File: src/rtl/audio_adc_receiver.sv
// I2S ADC capture: deserialises codec L/R words into sample pairs,
// buffers them in a small FIFO and presents them on valid/ready.
//
// Ports:
//   Clk, Reset (async, active-low), enable       : clock, reset, capture enable
//   AUD_BCLK, AUD_ADCLRCK, AUD_ADCDAT            : raw codec serial inputs
//   LData, RData, sample_valid, sample_ready     : FIFO head pair + handshake
//   overflow, framing_err, clear_flags           : sticky status and clear
module audio_adc_receiver #(
  parameter int SAMPLE_WIDTH = 16,
  parameter int FIFO_DEPTH   = 4,
  parameter int SYNC_STAGES  = 2
) (
  input  logic                    Clk,
  input  logic                    Reset,
  input  logic                    enable,
  input  logic                    AUD_BCLK,
  input  logic                    AUD_ADCLRCK,
  input  logic                    AUD_ADCDAT,
  output logic [SAMPLE_WIDTH-1:0] LData,
  output logic [SAMPLE_WIDTH-1:0] RData,
  output logic                    sample_valid,
  input  logic                    sample_ready,
  output logic                    overflow,
  output logic                    framing_err,
  input  logic                    clear_flags
);

  localparam int SW = SAMPLE_WIDTH;
  localparam int AW = $clog2(FIFO_DEPTH);
  localparam int CW = $clog2(SAMPLE_WIDTH + 1);
  localparam logic [CW-1:0] LAST = CW'(SAMPLE_WIDTH - 1);

  typedef enum logic [1:0] {
    IDLE,
    DELAY,
    SHIFT,
    PAD
  } state_t;

  logic [SYNC_STAGES-1:0] bclk_sync;
  logic [SYNC_STAGES-1:0] lrck_sync;
  logic [SYNC_STAGES-1:0] dat_sync;
  logic                   bclk_q;
  logic                   lr_prev;

  always_ff @(posedge Clk or negedge Reset) begin
    if (!Reset) begin
      bclk_sync <= '0;
      lrck_sync <= '0;
      dat_sync  <= '0;
      bclk_q    <= 1'b0;
    end else begin
      bclk_sync <= {bclk_sync[SYNC_STAGES-2:0], AUD_BCLK};
      lrck_sync <= {lrck_sync[SYNC_STAGES-2:0], AUD_ADCLRCK};
      dat_sync  <= {dat_sync[SYNC_STAGES-2:0], AUD_ADCDAT};
      bclk_q    <= bclk_sync[SYNC_STAGES-1];
    end
  end

  logic bclk_s;
  logic lr_s;
  logic dat_s;
  logic rise;
  logic lr_edge;

  assign bclk_s  = bclk_sync[SYNC_STAGES-1];
  assign lr_s    = lrck_sync[SYNC_STAGES-1];
  assign dat_s   = dat_sync[SYNC_STAGES-1];
  assign rise    = bclk_s & ~bclk_q;
  assign lr_edge = rise & (lr_s != lr_prev);

  state_t          state_q;
  state_t          state_d;
  logic [SW-1:0]   shreg;
  logic [CW-1:0]   bitcnt;
  logic [SW-1:0]   left_hold;
  logic            chan_r;

  always_ff @(posedge Clk or negedge Reset) begin
    if (!Reset) state_q <= IDLE;
    else        state_q <= state_d;
  end

  always_comb begin
    state_d = state_q;
    if (!enable) begin
      state_d = IDLE;
    end else if (rise) begin
      case (state_q)
        IDLE:  if (lr_edge && !lr_s) state_d = DELAY;
        DELAY: state_d = SHIFT;
        SHIFT: begin
          // A falling LRCK mid-word starts a fresh left word at once.
          if (lr_edge)            state_d = lr_s ? IDLE : DELAY;
          else if (bitcnt == LAST) state_d = PAD;
        end
        PAD:   if (lr_edge) state_d = DELAY;
        default: state_d = IDLE;
      endcase
    end
  end

  logic [SW-1:0] shift_word;
  logic          word_done;
  logic          push_req;
  logic          hold_left;
  logic          ferr_set;

  always_comb begin
    shift_word = {shreg[SW-2:0], dat_s};
    word_done  = 1'b0;
    push_req   = 1'b0;
    hold_left  = 1'b0;
    ferr_set   = 1'b0;
    if (enable && rise && state_q == SHIFT) begin
      ferr_set  = lr_edge;
      word_done = !lr_edge && bitcnt == LAST;
      push_req  = word_done & chan_r;
      hold_left = word_done & ~chan_r;
    end
  end

  always_ff @(posedge Clk or negedge Reset) begin
    if (!Reset) begin
      lr_prev   <= 1'b0;
      shreg     <= '0;
      bitcnt    <= '0;
      left_hold <= '0;
      chan_r    <= 1'b0;
    end else begin
      if (rise) lr_prev <= lr_s;
      if (enable && rise) begin
        if (state_q == DELAY) begin
          shreg  <= '0;
          bitcnt <= '0;
        end else if (state_q == SHIFT && !lr_edge) begin
          shreg  <= shift_word;
          bitcnt <= bitcnt + CW'(1);
        end
      end
      if (hold_left) left_hold <= shift_word;
      // Channel follows the LRCK level that opened the word.
      if (state_d == DELAY && state_q != DELAY) chan_r <= lr_s;
    end
  end

  logic [2*SW-1:0] mem [FIFO_DEPTH];
  logic [AW:0]     wr_ptr;
  logic [AW:0]     rd_ptr;
  logic            empty;
  logic            full;
  logic            do_pop;
  logic            do_push;
  logic            ovf_set;
  logic [2*SW-1:0] head;

  assign empty   = wr_ptr == rd_ptr;
  assign full    = (wr_ptr[AW] != rd_ptr[AW]) &&
                   (wr_ptr[AW-1:0] == rd_ptr[AW-1:0]);
  assign do_pop  = ~empty & sample_ready;
  assign do_push = push_req & (~full | do_pop);
  assign ovf_set = push_req & full & ~do_pop;

  always_ff @(posedge Clk or negedge Reset) begin
    if (!Reset) begin
      wr_ptr <= '0;
      rd_ptr <= '0;
      for (int i = 0; i < FIFO_DEPTH; i++) mem[i] <= '0;
    end else begin
      if (do_push) begin
        mem[wr_ptr[AW-1:0]] <= {left_hold, shift_word};
        wr_ptr <= wr_ptr + 1'b1;
      end
      if (do_pop) rd_ptr <= rd_ptr + 1'b1;
    end
  end

  logic ovf_q;
  logic ferr_q;

  always_ff @(posedge Clk or negedge Reset) begin
    if (!Reset) begin
      ovf_q  <= 1'b0;
      ferr_q <= 1'b0;
    end else begin
      ovf_q  <= (ovf_q & ~clear_flags) | ovf_set;
      ferr_q <= (ferr_q & ~clear_flags) | ferr_set;
    end
  end

  assign head         = mem[rd_ptr[AW-1:0]];
  assign LData        = head[2*SW-1:SW];
  assign RData        = head[SW-1:0];
  assign sample_valid = ~empty;
  assign overflow     = ovf_q;
  assign framing_err  = ferr_q;

endmodule

File: config.mk
export PLATFORM = sky130hd
export DESIGN_NAME = audio_adc_receiver
export DESIGN_NICKNAME = d
export VERILOG_FILES = /design/src/rtl/audio_adc_receiver.sv
export SDC_FILE = /design/constraint.sdc
export NUM_CORES = 1
export LEC_CHECK = 0
export ABC_AREA = 0
export CAP_MARGIN = 30
export CORE_ASPECT_RATIO = 0.5
export CORE_MARGIN = 2
export CORE_UTILIZATION = 42
export CTS_CLUSTER_DIAMETER = 80
export DETAILED_ROUTE_END_ITERATION = 12
export GPL_ROUTABILITY_DRIVEN = 0
export PLACE_DENSITY = 0.69
export SKIP_CTS_REPAIR_TIMING = 1
export SKIP_LAST_GASP = 1
export SLEW_MARGIN = 20
export SYNTH_ARGS = -nofsm -noshare
export SYNTH_HDL_FRONTEND = slang
export SYNTH_SLANG_ARGS = --single-unit
File: constraint.sdc
create_clock -name Clk -period 2.45 [get_ports Clk]
set_input_delay 0.735 -clock Clk [delete_from_list [all_inputs] [get_ports Clk]]
set_output_delay 0.735 -clock Clk [all_outputs]
set_load 0.03 [all_outputs]
==> run metrics, run 1 <==
Mapped Cells 483; layout cells sized above 1 0.402; Slowest-stage cell, CP mux4_2; CP Capture Type output port; total grt overflow 0; FF+latch count, synth 183; clock slew at reported path FFs 0.07 ns; Final nets 567; Max Fclk 0.382 GHz; CP peak stage delay 0.56 ns; TritonRoute pass-1 iters 4; I/O Buffers 42; Initial Util 0.426; largest net degree at the start of global routing 54; pre-CTS setup slack -0.473 ns; EDFF count, synth 0; wire per inst 19.5 microns; Final WS setup -0.170 ns; H-tree lvl count 4; clock skew 0.0145 ns; Leak 4.64 nW; Final min period 2.62 ns; root buffer cell clkbuf_16; failing checks negative setup slack; Sink Count 183; YS warnings 0; Final Hold Fails 0; Yosys cell types 38; final wirelength 15600 microns; vias 4274; vias in the first global route 4487; Ports 43; Worst Max-Slew Pin Slew 0.406 ns; Worst-Skew Late Latency 0.43 ns; Total GRT Usage 0.164; CTS Buf Count 17; RSZ-0062 raised after global routing yes; Crit Path Class reg -> out; worst path bufs/invs 2; most area-hungry cell type in the Yosys netlist dfrtp_1; first-pass GRT wire length 24500 microns; initial DRC count 249; max-cap viol count 0; Syn Nets 498; Final setup viols 33; crit path cell chain buf_4 -> mux4_2 -> buf_4; Total Power 0.00680 W; CORE AREA 18300 sq um; final-report max-slew violation count 0; Mapped Area 7780 sq um; filler cell count 1444; status finished, violations left; chip width 196 microns; CP top delay family multiplexers; Hold Crit Class in -> async; synthesized area per cell 16.1 sq um; Pwr Density 713 nW/um^2; crit-path max FO 6; DR vias/cell 5.32; most frequent CP cell buf_4; Max clock buf depth 2; TritonCTS clock tree built; Async SR Flop Fraction 1.00; Seq/Total Area, Yosys 0.589; die area 19700 sq um; row cnt 35; Arrival @ worst endpoint 1.88 ns; drc violations 0; largest cells by area after synthesis dfrtp_1 (59%), mux2_2 (12%), mux4_2 (9.3%); crit start category flop; top-count cell post-synth dfrtp_1; worst path required time 1.71 ns; final worst path period share 1.07; synth-to-layout area growth 22.7%; area share of the largest cell type after synthesis 0.589; ANT cells 0; most common flop cell mapped by yosys dfrtp_1; HPWL after DPL 9700 microns; Setup TNS Final -3.59 ns; final antenna-violating net count 0; Peak VDD IR 0.496 mV; Slew headroom 0.730; synth cell count leaders dfrtp_1 (183), mux2_2 (85), mux2_1 (62), mux4_2 (32), a22o_1 (16); initial antenna violation count 0; Die H 100 microns
==> area by class of cell <==
type / count / area [sq um] / area share
sequential: 183 / 4580 / 0.480
inverter: 10 / 37.5 / 0.00393
clock inverter: 13 / 136 / 0.0143
timing repair buffer: 78 / 1000 / 0.105
multi-input combinational: 262 / 3040 / 0.318
tap: 240 / 300 / 0.0315
clock buffer: 18 / 439 / 0.0460
==> cell families (layout without fill, tap and decap cells) <==
logic type | after synthesis | after routing | synth area share
compound gates | 38 | 38 | 0.0384
xor+xnor | 8 | 8 | 0.0114
fa+ha+maj | 7 | 7 | 0.0113
buf+inv | 38 | 119 | 0.0232
flops | 183 | 183 | 0.589
mux | 179 | 179 | 0.306
simple gates | 30 | 30 | 0.0214
==> registers in the layout (all words and copies together), names as in the netlist <==
| name | flops |
|---|---|
| bclk_q | 1 |
| bclk_sync | 2 |
| bitcnt | 5 |
| chan_r | 1 |
| dat_sync | 2 |
| framing_err | 1 |
| left_hold | 16 |
| lr_prev | 1 |
| lrck_sync | 2 |
| mem | 128 |
| overflow | 1 |
| rd_ptr | 3 |
| shreg | 15 |
| state_q | 2 |
| wr_ptr | 3 |
==> through the flow <==
stage,hold slack (ns),area [sq um],std cells,utilization
after floorplan,0.331,7780,483,-
after global placement,0.333,8790,765,0.481
after detailed placement,0.338,8790,765,0.481
after CTS,0.224,9360,796,0.513
after global routing,0.243,9540,804,0.522
final,0.220,9540,804,0.522
==> routing by layer <==
metal	share of wire	track usage	vias up
li1	-	-	1929
met1	0.48	0.237	2281
met2	0.48	0.253	51
met3	0.028	0.0339	13
met4	0.0082	0.0449	0
met5	0	0	-
==> cell usage in the layout, fill, tap and decap left out, types with 2 or more instances in the layout <==
| master | instances |
|---|---|
| ha_1 | 5 |
| o21ai_0 | 7 |
| inv_6 | 6 |
| nor2b_1 | 3 |
| a22o_1 | 16 |
| clkinvlp_4 | 3 |
| clkbuf_16 | 19 |
| o22ai_1 | 2 |
| mux2_1 | 62 |
| mux4_2 | 32 |
| xnor2_1 | 6 |
| a21oi_1 | 5 |
| inv_1 | 10 |
| buf_6 | 15 |
| and3_1 | 2 |
| nand2_1 | 11 |
| buf_4 | 28 |
| and2_4 | 2 |
| inv_8 | 2 |
| dfrtp_1 | 182 |
| mux2_2 | 85 |
| nand4_1 | 2 |
| clkdlybuf4s50_1 | 8 |
| buf_12 | 24 |
| nand3_1 | 2 |
| nor3_1 | 2 |
==> path summary, 6_finish.rpt <==
| check | slack [ns] | startpoint | cells after the start | end |
|---|---|---|---|---|
| max | -0.17 | rd_ptr[0]$_DFFE_PN0P_ | 3 | LData[5] |
| min in group Clk | 0.35 | dat_sync[0]$_DFF_PN0_ | 0 | dat_sync[1]$_DFF_PN0_ |
| max reg2reg | 0.05 | bitcnt[0]$_DFFE_PN0P_ | 8 | mem[29]$_DFFE_PN0P_ |
| max in group asynchronous | 1.52 | Reset | 2 | rd_ptr[0]$_DFFE_PN0P_ |
| min | 0.22 | Reset | 1 | mem[38]$_DFFE_PN0P_ |
| min reg2reg | 0.35 | dat_sync[0]$_DFF_PN0_ | 0 | dat_sync[1]$_DFF_PN0_ |
==> power by group <==
| part | switching, W | internal [W] |
|---|---|---|
| registers | 0.0000908 | 0.00307 |
| logic | 0.000470 | 0.000469 |
| clock network | 0.00124 | 0.00146 |
| total | 0.00180 | 0.00500 |
(Power assumes the default switching activity.)
==> run 2: changes to the inputs <==
--- a/config.mk
+++ b/config.mk
@@ -7,13 +7,15 @@
 export LEC_CHECK = 0
 export ABC_AREA = 0
 export CAP_MARGIN = 30
+export CELL_PAD_IN_SITES_DETAIL_PLACEMENT = 1
+export CELL_PAD_IN_SITES_GLOBAL_PLACEMENT = 1
 export CORE_ASPECT_RATIO = 0.5
 export CORE_MARGIN = 2
 export CORE_UTILIZATION = 42
 export CTS_CLUSTER_DIAMETER = 80
 export DETAILED_ROUTE_END_ITERATION = 12
 export GPL_ROUTABILITY_DRIVEN = 0
-export PLACE_DENSITY = 0.69
+export PLACE_DENSITY = 0.77
 export SKIP_CTS_REPAIR_TIMING = 1
 export SKIP_LAST_GASP = 1
 export SLEW_MARGIN = 20
==> run metrics, run 2 (synthesis gave the netlist of run 1 again) <==
Final min period 2.61 ns (-0.0139 ns); largest registers mem x128, left_hold x16, shreg x15; filler cell count 1687 (+17%); die area 19700 sq um (unchanged); Worst Hold Margin 0.247 ns (+0.0265 ns); Core Util, Final 0.514 (-0.00877); crit-path max FO 11 (+5); TritonRoute pass-1 iters 4 (unchanged); CTS Buf Count 17 (unchanged); Sink Count 183 (unchanged); max-cap viol count 0 (unchanged); Ports 43 (unchanged); failing checks negative setup slack; Sequential cell area 4580 sq um (about the same); commonest non-fill, non-tap cell in the layout dfrtp_1; Final Hold Fails 0 (unchanged); I/O Buffers 42 (unchanged); Pwr Density 718 nW/um^2 (+0.66%); DR vias/cell 5.48 (+3.1%); clock skew 0.0146 ns (+0.000118 ns); Die H 100 microns (unchanged); commonest cells after routing, fill and taps aside dfrtp_1 (182), mux2_2 (85), mux2_1 (62); CP peak stage delay 0.55 ns (about the same); Crit Path Class reg -> out; synth-to-layout area growth 20.6%; TritonCTS clock tree built; Leak 4.59 nW (-1.2%); Slew headroom 0.689 (-0.0406); pre-CTS setup slack -0.494 ns (-0.0202 ns); Worst Max-Slew Pin Slew 0.467 ns (+0.0609 ns); Max clock buf depth 2 (unchanged); Largest register FFs 128 (unchanged); crit start category flop; worst path required time 1.71 ns (about the same); final worst path period share 1.06 (-0.00569); crit path cell chain clkbuf_16 -> mux4_2 -> buf_4; ANT cells 0 (unchanged); total grt overflow 0 (unchanged); final-report max-slew violation count 0 (unchanged); Hold Crit Class in -> async; Initial Util 0.426 (unchanged); first-pass GRT wire length 27900 microns (+14%); Largest Register mem; H-tree lvl count 4 (unchanged); largest net degree at the start of global routing 61 (+13%); wire per inst 21.7 microns (+11%); Peak VDD IR 0.492 mV (-0.72%); final wirelength 17300 microns (+10%); Arrival @ worst endpoint 1.87 ns (about the same); HPWL after DPL 10300 microns (+6.7%); CORE AREA 18300 sq um (unchanged); Total GRT Usage 0.186 (+0.0228); row cnt 35 (unchanged); vias in the first global route 4956 (+10%); status finished, violations left; Max Fclk 0.384 GHz (+0.54%); layout cells sized above 1 0.399 (-0.00392); chip width 196 microns (unchanged); Final nets 559 (-1.4%); final antenna-violating net count 0 (unchanged); CP Capture Type output port; Worst-Skew Late Latency 0.43 ns (about the same); Final WS setup -0.156 ns (+0.0139 ns); Final setup viols 32 (-3.0%); initial antenna violation count 0 (unchanged); drc violations 0 (unchanged); root buffer cell clkbuf_16; initial DRC count 238 (-4.4%); RSZ-0062 raised after global routing yes; clock slew at reported path FFs 0.08 ns (about the same); Multi-input gate area 3050 sq um (+0.25%); vias 4368 (+2.2%); Slowest-stage cell, CP mux4_2
[run 2: changes by cell type in the layout (fill, tap and decap cells not counted), moves of 2 or more]
cell / delta
buf_6: -12
buf_4: +8
buf_12: -3
clkinv_2: +2
[run 2: cell type report]
class / instances / share of cell area
inverter: 10 / 0.00400
clock inverter: 15 / 0.0144
clock buffer: 17 / 0.0454
sequential: 183 / 0.488
multi-input combinational: 262 / 0.325
tap: 240 / 0.0320
timing repair buffer: 70 / 0.0911
[run 2: layer usage]
layer | part of all wire | vias to the layer above | track usage
li1 | - | 1906 | -
met1 | 0.46 | 2412 | 0.251
met2 | 0.51 | 38 | 0.312
met3 | 0.018 | 12 | 0.0366
met4 | 0.0080 | 0 | 0.0513
met5 | 0 | - | 0
[run 2: path summary, 6_finish.rpt]
check                                        from                      to  slack, ns  depth (start not counted)
setup / recovery            rd_ptr[0]$_DFFE_PN0P_               RData[15]      -0.16                          3
max in group asynchronous                   Reset   shreg[11]$_DFFE_PN0P_       1.53                          2
hold / removal                              Reset    mem[127]$_DFFE_PN0P_       0.25                          1
min in group Clk           lrck_sync[0]$_DFF_PN0_  lrck_sync[1]$_DFF_PN0_       0.35                          0
setup reg to reg            bitcnt[1]$_DFFE_PN0P_     mem[59]$_DFFE_PN0P_       0.15                          9
hold reg to reg            lrck_sync[0]$_DFF_PN0_  lrck_sync[1]$_DFF_PN0_       0.35                          0
[run 2: per-stage QoR]
stage	instance area [sq um]	instances	TNS, ns	power (W)
floorplan	7780	483	0	0.00374
global placement	8730	762	-45.74	0.00408
detailed placement	8730	762	-52.94	0.00410
CTS	9290	794	-4.76	0.00673
global route	9380	797	-5.24	0.00700
finish	9380	797	-3.17	0.00673
[run 2: report_power, final]
part	switching, W	total [W]	leakage, nW	internal (W)
logic	0.000505	0.000962	1.81	0.000458
clock network	0.00130	0.00264	0.270	0.00134
registers	0.0000647	0.00313	2.50	0.00306
[run 2: critical path: cells and delay by family, from the launching register on]
| kind | cells | cell delay [ns] |
|---|---|---|
| multiplexers | 1 | 0.55 |
| buffers and inverters | 2 | 0.42 |
| flip-flops | 1 | 0.47 |
==> run 3: changes to the inputs <==
--- a/config.mk
+++ b/config.mk
@@ -7,15 +7,15 @@
 export LEC_CHECK = 0
 export ABC_AREA = 0
 export CAP_MARGIN = 30
-export CELL_PAD_IN_SITES_DETAIL_PLACEMENT = 1
-export CELL_PAD_IN_SITES_GLOBAL_PLACEMENT = 1
+export CELL_PAD_IN_SITES_DETAIL_PLACEMENT = 2
+export CELL_PAD_IN_SITES_GLOBAL_PLACEMENT = 2
 export CORE_ASPECT_RATIO = 0.5
 export CORE_MARGIN = 2
-export CORE_UTILIZATION = 42
+export CORE_UTILIZATION = 40
 export CTS_CLUSTER_DIAMETER = 80
 export DETAILED_ROUTE_END_ITERATION = 12
 export GPL_ROUTABILITY_DRIVEN = 0
-export PLACE_DENSITY = 0.77
+export PLACE_DENSITY = 0.82
 export SKIP_CTS_REPAIR_TIMING = 1
 export SKIP_LAST_GASP = 1
 export SLEW_MARGIN = 20
==> run metrics, run 3 (synthesis gave the netlist of run 1 again) <==
status finished, violations left; failing checks negative setup slack; pre-CTS setup slack -0.508 ns (-0.0141 ns); largest net degree at the start of global routing 48 (-21%); crit-path max FO 6 (-5); commonest non-fill, non-tap cell in the layout dfrtp_1; Sw Share 0.286 (+0.00870); Final setup viols 33 (+3.1%); CP Capture Type output port; Cell Count, Final, Fillers Out 826 (+3.6%); chip width 201 microns (+2.4%); Largest register FFs 128 (unchanged); synth-to-layout area growth 24.4%; Peak VDD IR 0.491 mV (-0.13%); crit start category flop; Arrival @ worst endpoint 1.94 ns (+0.07 ns); Clk pwr share 0.392 (about the same); initial DRC count 276 (+16%); row cnt 35 (unchanged); initial antenna violation count 0 (unchanged); Final Hold Fails 0 (unchanged); CTS Buf Count 17 (unchanged); Slew headroom 0.672 (-0.0171); worst path required time 1.71 ns (about the same); Crit Path Class reg -> out; TritonRoute pass-1 iters 4 (unchanged); vias in the first global route 5261 (+6.2%); Post-DP Area 8780 sq um (+0.59%); dpl cells 783 (+2.8%); first-pass GRT wire length 32800 microns (+18%); final worst path period share 1.09 (+0.0301); Largest Register mem; TritonCTS clock tree built; H-tree lvl count 4 (unchanged); max-cap viol count 0 (unchanged); fin area 9670 sq um (+3.1%); Logic pwr share 0.167 (+0.024); drc violations 0 (unchanged); Final WS setup -0.229 ns (-0.0738 ns); Pwr Density 732 nW/um^2 (+2.1%); cell internal pwr 0.00506 W (+4.0%); DR vias/cell 5.60 (+2.2%); root buffer cell clkbuf_16; clock skew 0.0145 ns (-0.000126 ns); ANT cells 0 (unchanged); Worst Max-Slew Pin Slew 0.492 ns (+0.0256 ns); Psw 0.00203 W (+8.6%); Worst-Skew Late Latency 0.45 ns (+0.02 ns); total grt overflow 0 (unchanged); Final nets 569 (+1.8%); RSZ-0062 raised after global routing yes; Total GRT Usage 0.214 (+0.0280); I/O Buffers 42 (unchanged); HPWL after DPL 12700 microns (+23%); largest registers mem x128, left_hold x16, shreg x15; CORE AREA 18700 sq um (+2.6%); vias 4627 (+5.9%); Final min period 2.68 ns (+0.0738 ns); sequential cell fraction of total power 0.441 (-0.024); final-report max-slew violation count 0 (unchanged); Leak 4.70 nW (+2.4%); Max Fclk 0.373 GHz (-2.8%); final wirelength 24600 microns (+42%); Ports 43 (unchanged); Sink Count 183 (unchanged); commonest cells after routing, fill and taps aside dfrtp_1 (182), mux2_2 (85), mux2_1 (62); layout cells sized above 1 0.413 (+0.0141); Initial Util 0.415 (-0.0109); Die H 103 microns (+2.4%); Hold Crit Class in -> async; clock slew at reported path FFs 0.08 ns (about the same); Max clock buf depth 2 (unchanged); die area 20600 sq um (+4.8%); wire per inst 29.7 microns (+37%); Worst Hold Margin 0.243 ns (-0.00373 ns); final antenna-violating net count 0 (unchanged)
run 3: final cells by class:
| type | instances | area (sq um) |
|---|---|---|
| clock buffers | 19 | 453 |
| clock inverters | 13 | 135 |
| fillers | 1700 | 9070 |
| inverters | 10 | 37.5 |
| multi-input cells | 262 | 3050 |
| flip-flops and latches | 183 | 4580 |
| well taps | 259 | 324 |
| repair buffers | 80 | 1090 |
run 3: power groups by stage:
stage / clock [W] / sequential (W) / combinational (W)
floorplan: 0 / 0.00315 / 0.000589
global placement: 0 / 0.00320 / 0.000923
CTS: 0.00278 / 0.00316 / 0.000948
finish: 0.00278 / 0.00313 / 0.00118
detailed placement: 0 / 0.00321 / 0.000940
global route: 0.00294 / 0.00313 / 0.00126
run 3: path summary, 6_finish.rpt:
| kind | start | to | slack, ns | depth (start not counted) |
|---|---|---|---|---|
| max in group asynchronous | Reset | mem[60]$_DFFE_PN0P_ | 1.55 | 2 |
| max | rd_ptr[0]$_DFFE_PN0P_ | LData[3] | -0.23 | 4 |
| min reg2reg | lrck_sync[0]$_DFF_PN0_ | lrck_sync[1]$_DFF_PN0_ | 0.35 | 0 |
| max reg2reg | bitcnt[0]$_DFFE_PN0P_ | mem[113]$_DFFE_PN0P_ | 0.04 | 8 |
| min in group Clk | lrck_sync[0]$_DFF_PN0_ | lrck_sync[1]$_DFF_PN0_ | 0.35 | 0 |
| min | Reset | mem[36]$_DFFE_PN0P_ | 0.24 | 1 |
run 3: layer usage:
layer | track usage | routed length (microns) | part of all wire | vias to the layer above
li1 | - | - | - | 1922
met1 | 0.268 | 10700 | 0.44 | 2548
met2 | 0.390 | 12600 | 0.51 | 116
met3 | 0.0436 | 744 | 0.030 | 41
met4 | 0.0560 | 532 | 0.022 | 0
met5 | 0 | 0 | 0 | -
run 3: worst max-delay path, cell delays in order (launching register included):
cell,delay (ns)
dfrtp_4,0.43
buf_12,0.15
buf_12,0.15
mux4_2,0.59
buf_12,0.18
run 3: per-stage QoR:
step | util | power (W) | TNS [ns]
after floorplan | - | 0.00374 | 0
after global placement | 0.468 | 0.00413 | -44.70
after detailed placement | 0.468 | 0.00415 | -55.51
after CTS | 0.500 | 0.00689 | -9.00
after global routing | 0.516 | 0.00733 | -6.84
final | 0.516 | 0.00709 | -5.46
